### src/rtl/fft_pkg.sv
// rtl/fft_pkg.sv - shared types and elaboration helpers for the FFT pair buffer
package fft_pkg;

  // Component width of the canonical complex sample type.
  localparam int CPLX_W = 16;

  typedef struct packed {
    logic signed [CPLX_W-1:0] re;
    logic signed [CPLX_W-1:0] im;
  } cplx_t;

  typedef enum logic {
    FILL = 1'b0,
    PAIR = 1'b1
  } pair_state_t;

  // True when v is a non-zero power of two; used to reject bad FRAME_LEN.
  function automatic bit is_pow2(input int unsigned v);
    return (v != 0) && ((v & (v - 1)) == 0);
  endfunction

endpackage

### src/rtl/fft_half_frame_ram.sv
// rtl/fft_half_frame_ram.sv - half-frame sample store, sync write, async read
module fft_half_frame_ram #(
  parameter int DEPTH = 4,
  parameter int AW    = 2,
  parameter int W     = 32
) (
  input  logic          clk,
  input  logic          we,
  input  logic [AW-1:0] waddr,
  input  logic [W-1:0]  wdata,
  input  logic [AW-1:0] raddr,
  output logic [W-1:0]  rdata
);

  generate
    if (DEPTH == 1) begin : g_single
      logic [W-1:0] mem0;

      // Single-entry store: the address is always zero, so it is ignored.
      always_ff @(posedge clk) begin
        if (we) mem0 <= wdata;
      end

      assign rdata = mem0;

      logic unused_addr;
      assign unused_addr = ^{waddr, raddr};
    end else begin : g_array
      logic [W-1:0] mem [DEPTH];

      // Write the accepted first-half sample at its frame position.
      always_ff @(posedge clk) begin
        if (we) mem[waddr] <= wdata;
      end

      assign rdata = mem[raddr];
    end
  endgenerate

endmodule

### src/rtl/fft_pair_buffer.sv
// rtl/fft_pair_buffer.sv - buffers the first half of a frame and emits butterfly input pairs
module fft_pair_buffer
  import fft_pkg::*;
#(
  parameter int DATA_WIDTH = 16,
  parameter int FRAME_LEN  = 8,
  parameter int IDX_W      = (FRAME_LEN / 2 > 1) ? $clog2(FRAME_LEN / 2) : 1
) (
  input  logic                         clk,
  input  logic                         rst,
  input  logic                         en,
  input  logic                         in_valid,
  output logic                         in_ready,
  input  logic signed [DATA_WIDTH-1:0] in_real,
  input  logic signed [DATA_WIDTH-1:0] in_imag,
  output logic                         out_valid,
  input  logic                         out_ready,
  output logic signed [DATA_WIDTH-1:0] real_out0,
  output logic signed [DATA_WIDTH-1:0] imag_out0,
  output logic signed [DATA_WIDTH-1:0] real_out1,
  output logic signed [DATA_WIDTH-1:0] imag_out1,
  output logic [IDX_W-1:0]             pair_idx,
  output logic                         pair_first,
  output logic                         pair_last
);

  localparam int HALF = FRAME_LEN / 2;
  localparam logic [IDX_W-1:0] IDX_LAST = IDX_W'(HALF - 1);

  generate
    if (!is_pow2(FRAME_LEN) || FRAME_LEN < 2) begin : g_bad_frame_len
      $error("fft_pair_buffer: FRAME_LEN must be a power of two and at least 2");
    end
  endgenerate

  pair_state_t             state;
  logic [IDX_W-1:0]        idx;
  logic                    in_xfer;
  logic                    out_xfer;
  logic                    idx_at_last;
  logic                    ram_we;
  logic [2*DATA_WIDTH-1:0] ram_wdata;
  logic [2*DATA_WIDTH-1:0] ram_rdata;

  // In PAIR a new sample needs the output register free (or draining this cycle);
  // in FILL the register is untouched, so samples flow regardless of out_valid.
  assign in_ready    = (state == FILL) ? en : (en & (~out_valid | out_ready));
  assign in_xfer     = in_valid & in_ready;
  assign out_xfer    = out_valid & out_ready & en;
  assign idx_at_last = (idx == IDX_LAST);
  assign ram_we      = in_xfer & (state == FILL);
  assign ram_wdata   = {in_real, in_imag};

  fft_half_frame_ram #(
    .DEPTH (HALF),
    .AW    (IDX_W),
    .W     (2 * DATA_WIDTH)
  ) u_ram (
    .clk   (clk),
    .we    (ram_we),
    .waddr (idx),
    .wdata (ram_wdata),
    .raddr (idx),
    .rdata (ram_rdata)
  );

  // Frame sequencer and single-entry output register; a reload in the same cycle
  // as an output transfer wins so full throughput is kept.
  always_ff @(posedge clk or posedge rst) begin
    if (rst) begin
      state      <= FILL;
      idx        <= '0;
      out_valid  <= 1'b0;
      real_out0  <= '0;
      imag_out0  <= '0;
      real_out1  <= '0;
      imag_out1  <= '0;
      pair_idx   <= '0;
      pair_first <= 1'b0;
      pair_last  <= 1'b0;
    end else if (en) begin
      if (out_xfer) out_valid <= 1'b0;

      if (in_xfer) begin
        idx <= idx_at_last ? '0 : idx + 1'b1;

        case (state)
          FILL: begin
            if (idx_at_last) state <= PAIR;
          end
          PAIR: begin
            real_out0  <= ram_rdata[2*DATA_WIDTH-1:DATA_WIDTH];
            imag_out0  <= ram_rdata[DATA_WIDTH-1:0];
            real_out1  <= in_real;
            imag_out1  <= in_imag;
            pair_idx   <= idx;
            pair_first <= (idx == '0);
            pair_last  <= idx_at_last;
            out_valid  <= 1'b1;
            if (idx_at_last) state <= FILL;
          end
          default: state <= FILL;
        endcase
      end
    end
  end

endmodule
### config.mk
export PLATFORM = sky130hd
export DESIGN_NAME = fft_pair_buffer
export DESIGN_NICKNAME = d
export VERILOG_FILES = /design/src/rtl/fft_pkg.sv /design/src/rtl/fft_half_frame_ram.sv /design/src/rtl/fft_pair_buffer.sv
export SDC_FILE = /design/constraint.sdc
export NUM_CORES = 1
export LEC_CHECK = 0
export ABC_AREA = 1
export ABC_CLOCK_PERIOD_IN_PS = 3700
export BUFFER_PORTS_ARGS = -buffer_cell sky130_fd_sc_hd__clkbuf_2
export CAP_MARGIN = 30
export CORE_UTILIZATION = 52
export CTS_CLUSTER_SIZE = 24
export DETAILED_ROUTE_END_ITERATION = 10
export PLACE_DENSITY = 0.84
export RECOVER_POWER = 50
export SLEW_MARGIN = 10
export SYNTH_ARGS = -nofsm -noshare
export SYNTH_HDL_FRONTEND = slang
export SYNTH_SLANG_ARGS = --single-unit
### constraint.sdc
create_clock -name clk -period 3.7 [get_ports clk]
set_input_delay 0.555 -clock clk [delete_from_list [all_inputs] [get_ports clk]]
set_output_delay 0.555 -clock clk [all_outputs]
set_load 0.01 [all_outputs]
==> impl_metrics.ini <==
[finish]
final_common_cell = nand2_1
final_area_um2 = 9470
fin_util = 0.616
antenna_cells = 0
nNetsFinal = 965
final_cell_mix = nand2_1, inv_1, edfxtp_1, dfrtp_1, clkbuf_1
syn2layout_area_growth_pct = 14.5
drive_gt1_frac = 0.100

[power_and_ir_drop]
powerDensity_nw_per_um2 = 737
ir_drop_mv = 0.443
power_leakage_nw = 4.55

[sta]
holdWs_ns = 0.400
finClkSkew_ns = 0.00994
setup_tns_ns = 0
fmax_ghz = 0.379
setup_viol = 0
slew_violations = 34
rsz0062_at_grt = no
period_share = 0.712
final_hold_viol_count = 0
maxSlewHeadroom = -0.191
tightest_slew_ns = 1.79
finalCriticalPeriod_ns = 2.64

[clocking]
ctsHtreeMaxLevel = 4
cts_resized = 0
ctsHoldBuffers = 0
cts_sinks = 200
postCtsSetupBuffers = 0
clk_pin_slew_ns = 0.07
cts_inserted_buffers = 17
tritoncts = yes
cts-root-buf = clkbuf_16
cts_buffer_depth = 2
clk_latency_ns = 0.44

[die]
core_area_um2 = 15400
row_count = 45
dieArea_um2 = 16400
die_h_um = 128
die_w_um = 128
io_pins = 107
initial_utilization = 0.538

[route]
via_per_inst = 4.86
drtPass1Iterations = 5
vias = 5575
drt_drc_violations_left = 0
drt_wl_total_um = 16400
routedWlPerCell_um = 14.3
ant_nets = 0
drt_iter0_drc = 460

[yosys]
synthCells = 822
yosysWarnings = 0
syn_area_per_cell_um2 = 10.1
netlist_area_um2 = 8270
synth_fp_nets = 863
yosysTopAreaCell = edfxtp_1
synth_area_leaders = edfxtp_1, dfrtp_1, nand2_1, inv_1, nand3_1
synth_seq_cells = 200
ys_types = 18
ys_seq_area_frac = 0.683
synth_top_area_frac = 0.465

[critical_path]
cp-start-kind = input pin
required_ns = 4.04
crit_path_start = rst
crit_family = buffers and inverters
crit_fanout = 40
cpPeakStageDelay_ns = 1.27
cpMostUsedCell = clkbuf_1
r2r-end = u_ram.g_array.mem[0][22]$_DFFE_PP_
r2r_start = idx[1]$_DFFE_PP0P_
crit_slowest_cell = clkbuf_1
crit_type = in -> async
reg2regPathDepth = 5
r2r_slack_ns = 1.14
critPathBufInv = 4
path_depth = 4
worstSetupEndpointType = asynchronous set/reset pin
crit_chain = clkbuf_1, clkinvlp_2, clkbuf_1, clkbuf_2
cp.arrival_ns = 2.97

[place]
placed_area_um2 = 8930
dp_hpwl_um = 9760
port_buffers = 106
gp_congestion = 0.737

[run]
maxCapViolations = 1

[worst_hold_path]
min-delay-start = in_imag[6]
min_path_type = in -> reg
holdPathEnd = imag_out1[6]$_DFFE_PP0P_
whs_path_depth = 3

[grt]
grt_usage = 0.212
grt_max_degree = 74
grt_pass1_wl_um = 26100
grt_pass1_vias = 5273
grt_overflow = 0
antenna_found_initial = 0

[status]
status = finished with violations
failed_checks = max-capacitance violations, max-slew violations
## worst register-to-register path: cells and delay by family, from the launching register on
family                     cells  cell delay, ns
and+or+nand+nor                1            0.20
adders and majority gates      1            0.27
DFF                            1            0.67
buffers and inverters          3            1.08
## cell families after synthesis
kind of cell | after synthesis | share of synthesized area
simple gates | 433 | 0.210
xor+xnor | 1 | 0.00106
buf+inv | 175 | 0.0946
flops | 200 | 0.683
compound gates | 9 | 0.00560
fa+ha+maj | 4 | 0.00605
## per-stage QoR
stage / setup slack, ns / std cells / power, mW
6_report: 1.06 / 1148 / 6.98
3_5_place_dp: 1.15 / 1115 / 5.11
4_1_cts: 1.12 / 1147 / 7.08
5_1_grt: 0.480 / 1148 / 7.39
2_1_floorplan: 0.0145 / 822 / 4.48
3_3_place_gp: 1.24 / 1115 / 5.04
## cell type report
class | instances | area, um^2
Clock buffer | 17 | 425
Tap cell | 211 | 264
Multi-Input combinational cell | 447 | 1860
Clock inverter | 15 | 198
Sequential cell | 200 | 5650
Timing Repair Buffer | 119 | 549
Fill cell | 1198 | 5900
Inverter | 139 | 523
## flip-flops by register name (all words and copies together), names as in the netlist
signal             cells
pair_last              1
idx                    2
pair_first             1
imag_out0             16
pair_idx               2
state                  1
real_out1             16
real_out0             16
imag_out1             16
u_ram.g_array.mem    128
out_valid              1
## Yosys cell counts
| cell | n |
|---|---|
| nor3_1 | 4 |
| o21ai_0 | 4 |
| a31oi_1 | 1 |
| buf_4 | 8 |
| buf_6 | 10 |
| dfrtp_1 | 72 |
| clkbuf_1 | 2 |
| o21ai_1 | 4 |
| inv_2 | 3 |
| inv_1 | 136 |
| xnor2_1 | 1 |
| buf_2 | 16 |
| nand3_2 | 1 |
| nand2_1 | 362 |
| edfxtp_1 | 128 |
| nand3_1 | 65 |
| ha_1 | 4 |
| nand4_4 | 1 |
## worst max-delay path by stage
| stage | end |
|---|---|
| after floorplan | u_ram.g_array.mem[0][0]$_DFFE_PP_ |
| after global placement | u_ram.g_array.mem[0][10]$_DFFE_PP_ |
| after detailed placement | u_ram.g_array.mem[0][10]$_DFFE_PP_ |
| after CTS | u_ram.g_array.mem[0][22]$_DFFE_PP_ |
| after global routing | idx[0]$_DFFE_PP0P_ |
| final | idx[0]$_DFFE_PP0P_ |
## metal layers
| metal | track usage | vias up | part of all wire |
|---|---|---|---|
| met4 | 0.0768 | 0 | 0.013 |
| met5 | 0 | - | 0 |
| li1 | - | 2738 | - |
| met1 | 0.274 | 2643 | 0.43 |
| met3 | 0.0492 | 21 | 0.053 |
| met2 | 0.351 | 173 | 0.50 |
## report_power, final
| part | internal (mW) | switching (mW) | leakage, nW |
|---|---|---|---|
| clock | 1.13 | 0.811 | 0.300 |
| sequential | 2.87 | 0.324 | 2.06 |
| combinational | 0.625 | 1.21 | 2.19 |
Power figures use the tool's default switching activity.
